### src/rtl/seq_loader_if.sv
// Byte-stream input, ring load strobe and status of the sequence loader.
// master = stream source / status observer, slave = seq_loader.
interface seq_loader_if #(
  parameter int CNT_W = 8
);
  logic             start;
  logic             in_valid;
  logic             in_ready;
  logic [7:0]       in_char;
  logic             in_last;
  logic             s_valid;
  logic [1:0]       s_symbol;
  logic             busy;
  logic             done;
  logic [CNT_W:0]   seq_len;
  logic             err_char;
  logic             err_len;

  modport master (
    output start, in_valid, in_char, in_last,
    input  in_ready, s_valid, s_symbol, busy, done, seq_len, err_char, err_len
  );

  modport slave (
    input  start, in_valid, in_char, in_last,
    output in_ready, s_valid, s_symbol, busy, done, seq_len, err_char, err_len
  );
endinterface

### src/rtl/seq_loader.sv
// Buffers one ASCII base sequence as 2-bit symbols, then fills the symbol ring with REG_NUM
// gap-free strobes. Define SEQ_LOADER_CHK_EN to flag and zero non-ACGT bytes.
module seq_loader #(
  parameter int REG_NUM = 128,
  parameter int CNT_W   = 8
) (
  input logic         clk,
  input logic         reset,
  seq_loader_if.slave bus
);
  localparam int             AW    = (REG_NUM > 1) ? $clog2(REG_NUM) : 1;
  localparam logic [CNT_W:0] DEPTH = (CNT_W+1)'(REG_NUM);
  localparam logic [CNT_W:0] LAST  = (CNT_W+1)'(REG_NUM - 1);
  localparam logic [CNT_W:0] ONE   = (CNT_W+1)'(1);

  typedef enum logic [1:0] {IDLE, FILL, BURST, DONE} state_t;

  state_t         state_q, state_d;
  logic [CNT_W:0] wrIdx_q, wrIdx_d;
  logic [CNT_W:0] rdIdx_q, rdIdx_d;
  logic [CNT_W:0] seqLen_q, seqLen_d;
  logic           errChar_q, errChar_d;
  logic           errLen_q, errLen_d;
  logic           sValid_q, sValid_d;
  logic [1:0]     sSymbol_q, sSymbol_d;
  logic [1:0]     buf_q [REG_NUM];

  logic           handshake;
  logic           charBad;
  logic [1:0]     charCode;
  logic [CNT_W:0] wrNext;
  logic [CNT_W:0] rdNext;

  assign handshake = bus.in_valid && (state_q == FILL);
  assign wrNext    = wrIdx_q + ONE;
  assign rdNext    = rdIdx_q + ONE;

  always_comb begin
    charCode = 2'b00;
    charBad  = 1'b0;
    case (bus.in_char)
      8'h41, 8'h61: charCode = 2'b00;
      8'h43, 8'h63: charCode = 2'b01;
      8'h47, 8'h67: charCode = 2'b10;
      8'h54, 8'h74: charCode = 2'b11;
      default: begin
`ifdef SEQ_LOADER_CHK_EN
        charCode = 2'b00;
        charBad  = 1'b1;
`else
        charCode = bus.in_char[2:1];
`endif
      end
    endcase
  end

  // Symbol 0 of a length-1 sequence is written on the same edge it is first emitted, so bypass it.
  always_comb begin
    state_d   = state_q;
    wrIdx_d   = wrIdx_q;
    rdIdx_d   = rdIdx_q;
    seqLen_d  = seqLen_q;
    errChar_d = errChar_q;
    errLen_d  = errLen_q;
    sValid_d  = 1'b0;
    sSymbol_d = 2'b00;
    case (state_q)
      IDLE: begin
        if (bus.start) begin
          state_d   = FILL;
          wrIdx_d   = '0;
          errChar_d = 1'b0;
          errLen_d  = 1'b0;
        end
      end
      FILL: begin
        if (handshake) begin
          wrIdx_d = wrNext;
          if (charBad) errChar_d = 1'b1;
          if (bus.in_last || (wrNext == DEPTH)) begin
            state_d   = BURST;
            seqLen_d  = wrNext;
            rdIdx_d   = '0;
            errLen_d  = errLen_q | ~bus.in_last;
            sValid_d  = 1'b1;
            sSymbol_d = (wrIdx_q == '0) ? charCode : buf_q[0];
          end
        end
      end
      BURST: begin
        if (rdIdx_q == LAST) begin
          state_d = DONE;
        end else begin
          rdIdx_d   = rdNext;
          sValid_d  = 1'b1;
          sSymbol_d = (rdNext < seqLen_q) ? buf_q[rdNext[AW-1:0]] : 2'b00;
        end
      end
      DONE: begin
        state_d = IDLE;
      end
      default: begin
        state_d = IDLE;
      end
    endcase
  end

  always_ff @(posedge clk or posedge reset) begin
    if (reset) begin
      state_q   <= IDLE;
      wrIdx_q   <= '0;
      rdIdx_q   <= '0;
      seqLen_q  <= '0;
      errChar_q <= 1'b0;
      errLen_q  <= 1'b0;
      sValid_q  <= 1'b0;
      sSymbol_q <= 2'b00;
    end else begin
      state_q   <= state_d;
      wrIdx_q   <= wrIdx_d;
      rdIdx_q   <= rdIdx_d;
      seqLen_q  <= seqLen_d;
      errChar_q <= errChar_d;
      errLen_q  <= errLen_d;
      sValid_q  <= sValid_d;
      sSymbol_q <= sSymbol_d;
    end
  end

  // Buffer contents are don't-care after reset, so no reset branch.
  always_ff @(posedge clk) begin
    if (handshake) buf_q[wrIdx_q[AW-1:0]] <= charCode;
  end

  assign bus.in_ready = (state_q == FILL);
  assign bus.busy     = (state_q != IDLE);
  assign bus.done     = (state_q == DONE);
  assign bus.s_valid  = sValid_q;
  assign bus.s_symbol = sSymbol_q;
  assign bus.seq_len  = seqLen_q;
  assign bus.err_char = errChar_q;
  assign bus.err_len  = errLen_q;
endmodule

### src/flat_wrapper.sv
// flat-port wrapper written by rule: the top's interface ports become plain ports
module seq_loader_flat 
#(
  parameter int REG_NUM = 128,
  parameter int CNT_W   = 8
)
  (clk, reset, bus_start, bus_in_valid, bus_in_char, bus_in_last, bus_in_ready, bus_s_valid, bus_s_symbol, bus_busy, bus_done, bus_seq_len, bus_err_char, bus_err_len);
  seq_loader_if #(.CNT_W(CNT_W)) bus_i ();
  input logic clk;
  input logic reset;
  input wire logic [$bits(bus_i.start)-1:0] bus_start;
  input wire logic [$bits(bus_i.in_valid)-1:0] bus_in_valid;
  input wire logic [$bits(bus_i.in_char)-1:0] bus_in_char;
  input wire logic [$bits(bus_i.in_last)-1:0] bus_in_last;
  output wire logic [$bits(bus_i.in_ready)-1:0] bus_in_ready;
  output wire logic [$bits(bus_i.s_valid)-1:0] bus_s_valid;
  output wire logic [$bits(bus_i.s_symbol)-1:0] bus_s_symbol;
  output wire logic [$bits(bus_i.busy)-1:0] bus_busy;
  output wire logic [$bits(bus_i.done)-1:0] bus_done;
  output wire logic [$bits(bus_i.seq_len)-1:0] bus_seq_len;
  output wire logic [$bits(bus_i.err_char)-1:0] bus_err_char;
  output wire logic [$bits(bus_i.err_len)-1:0] bus_err_len;
  assign bus_i.start = bus_start;
  assign bus_i.in_valid = bus_in_valid;
  assign bus_i.in_char = bus_in_char;
  assign bus_i.in_last = bus_in_last;
  assign bus_in_ready = bus_i.in_ready;
  assign bus_s_valid = bus_i.s_valid;
  assign bus_s_symbol = bus_i.s_symbol;
  assign bus_busy = bus_i.busy;
  assign bus_done = bus_i.done;
  assign bus_seq_len = bus_i.seq_len;
  assign bus_err_char = bus_i.err_char;
  assign bus_err_len = bus_i.err_len;
  seq_loader #(.REG_NUM(REG_NUM), .CNT_W(CNT_W)) u_core (.clk(clk), .reset(reset), .bus(bus_i));
endmodule
### config.mk
export PLATFORM = sky130hd
export DESIGN_NAME = seq_loader_flat
export DESIGN_NICKNAME = d
export VERILOG_FILES = /design/src/rtl/seq_loader_if.sv /design/src/rtl/seq_loader.sv /design/src/flat_wrapper.sv
export SDC_FILE = /design/constraint.sdc
export NUM_CORES = 1
export LEC_CHECK = 0
export CAP_MARGIN = 20
export CORE_UTILIZATION = 60
export DETAILED_ROUTE_END_ITERATION = 7
export PLACE_DENSITY = 0.86
export SETUP_SLACK_MARGIN = 0.02
export SYNTH_ARGS = -nofsm -noshare
export SYNTH_HDL_FRONTEND = slang
export SYNTH_SLANG_ARGS = --single-unit
### constraint.sdc
create_clock -name clk -period 4.9 [get_ports clk]
set_clock_uncertainty 0.15 [all_clocks]
set_input_delay 0.98 -clock clk [delete_from_list [all_inputs] [get_ports clk]]
set_output_delay 0.98 -clock clk [all_outputs]
set_load 0.1 [all_outputs]
==> impl_metrics.toml <==
[timing]
drv_slew = 0
setup_viol = 0
finalCritPeriodShare_pct = 77.0
rsz0062_at_grt = "false"
hold_viol = 0
finalSetupTns_ns = 0
worst-slew-pin-transition_ns = 1.05
slew_headroom_pct = 30.1
period_needed_ns = 3.77
max_freq_mhz = 265

[finish]
design_area_sq_um = 14000
final_cell_mix = "256 x edfxtp_1, 152 x nor2_1, 76 x mux4_2, 45 x nand2_1, 34 x o21ai_0"
drive_gt1_share_pct = 16.4
final_cells = 1128
diodes = 0
syn_to_final_growth_pct = 10.7
layout.nets = 867
final_common_cell = "edfxtp_1"

[synthesis]
syn-num-nets = 841
synthArstFlopShare_pct = 11.4
yosysTopAreaCell = "edfxtp_1"
yosysSeqAreaShare_pct = 67.5
synthCells = 812
synth_top_area_share_pct = 61.0
synth-main-ff-cell = "edfxtp_1"
synth_area_sq_um = 12600
synthDistinctLibCells = 56
postSynthAreaPerCell_sq_um = 15.5
synth_area_leaders = "edfxtp_1 61%, mux4_2 14%, dfrtp_1 6.6%"
yosys_warnings = 0
synth_seq_cells = 289
synth_edf_count = 256

[critical_path]
path_max_fanout = 9
critPathKind = "flip-flop to output pin"
worstSetupEndpointType = "output pin"
rrSetupSlack_ns = 1.13
crit_required_ns = 3.77
cp.arrival_ns = 2.64
startpoint_type = "flip-flop"

[detailed_routing]
firstDrtPassIters = 7
num_vias = 7276
dr.first_iter.drc_count = 599
wl_per_cell_microns = 24.3
route.detailed.drc = 0
antenna_left = 0
drt_wl_total_microns = 27400
via_per_inst = 6.45

[global_routing]
grt-ovfl-total = 0
grt_pass1_vias = 7356
antenna_found_initial = 0
grt_max_degree = 106
grt_usage_pct = 26.3
grt_pass1_wl_microns = 42100

[floorplan]
dieArea_sq_um = 21600
core_sq_um = 20400
floorplan.rows = 52
die_w_microns = 147
die_h_microns = 147
start_util_pct = 61.7
ios = 30

[clocking]
htreeDepth = 1
cts.repair.resized = 0
cts_root_buf = "clkbuf_16"
cts_tree = "done"
clock_path_buffers = 3
postCtsSetupRepairBufs = 0
cts_sinks = 289
clk_latency_ns = 0.54
cts_buffers = 28
postCtsHoldBufs = 0
clkTransAtPathRegs_ns = 0.06

[placement]
port-buffer-count = 27
placed_cells = 1077
hpwlAfterDp_microns = 16300
gp_congestion = 0.876
placed_area_sq_um = 13100

[min_path]
hold_class = "flip-flop to flip-flop"

[power_and_ir_drop]
finalPower_uw = 6950
p_per_area_nw_per_um2 = 498
peakVddDrop_uv = 273
power_leakage_uw = 0.00445

[status]
status = "finished clean"

[run]
max_cap_violations = 0
## path summary, 6_finish.rpt
path                                            start                endpoint  depth (start not counted)
min in group asynchronous                       reset   u_core.bus.seq_len[0]                          2
worst max-delay path                u_core.state_q[1]            bus_in_ready                          3
max in group asynchronous                       reset       u_core.rdIdx_q[4]                          3
worst max register to register      u_core.rdIdx_q[0]  u_core.bus.s_symbol[1]                          7
worst min-delay path            u_core.bus.seq_len[0]   u_core.bus.seq_len[0]                          1
worst min register to register  u_core.bus.seq_len[0]   u_core.bus.seq_len[0]                          1
## sequential cells by signal, indices dropped and copies added, names as in the netlist
signal and count:
u_core.rdIdx_q 9, u_core.wrIdx_q 9, u_core.bus.s_symbol 2, u_core.buf_q 256
u_core.bus.s_valid 1, u_core.state_q 2, u_core.bus.err_len 1, u_core.bus.seq_len 9
## worst max-delay path, stage by stage (launching register included)
cell and delay [ns]:
dfrtp_1 0.41, inv_1 0.11, ha_1 0.37, clkdlybuf4s50_1 1.21
## power breakdown
group / total, uW / switching, uW / leakage, uW / internal (uW)
Combinational: 2070 / 1250 / 0.00134 / 815
Sequential: 2860 / 103 / 0.00269 / 2760
Clock: 2020 / 887 / 0.000412 / 1140
Total: 6950 / 2240 / 0.00445 / 4710
## cell type report
class | instances | area (sq um)
clock buffers | 39 | 763
repair buffers | 43 | 385
well taps | 270 | 338
clock inverters | 11 | 86.3
multi-input cells | 455 | 3790
inverters | 21 | 78.8
flip-flops and latches | 289 | 8520
fillers | 1303 | 6470
## synth_stat cells (8+ instances only)
library cell / count
edfxtp_1: 256
nor2_1: 152
mux4_2: 76
nand2_1: 45
o21ai_0: 34
dfrtp_1: 33
nand3_1: 24
inv_1: 20
clkbuf_1: 19
ha_1: 16
buf_2: 13
mux2i_1: 8
nor2b_1: 8
o31ai_1: 8
## stage by stage
step / hold WS [ns] / worst slack (ns) / utilization, %
after floorplan: 0.363 / 0.924 / -
after global placement: 0.363 / 1.22 / 64.2
after detailed placement: 0.394 / 1.14 / 64.2
after CTS: 0.407 / 1.09 / 68.3
after global routing: 0.437 / 0.914 / 68.3
final: 0.403 / 1.13 / 68.3
## logic make-up after synthesis
group / share of synthesized area (%)
buf+inv: 2.60
xor+xnor: 1.10
fa+ha+maj: 1.59
flops: 67.5
other cells: 0.0297
compound gates: 3.69
simple gates: 8.98
mux: 14.5
## layer usage
layer | GRT usage, % | vias up | share of wire, %
li1 | - | 3145 | -
met1 | 33.6 | 3664 | 36
met2 | 45.8 | 410 | 52
met3 | 4.66 | 57 | 8.4
met4 | 8.81 | 0 | 3.0
met5 | 0 | - | 0
No activity file was read; power rests on OpenSTA's default activity.
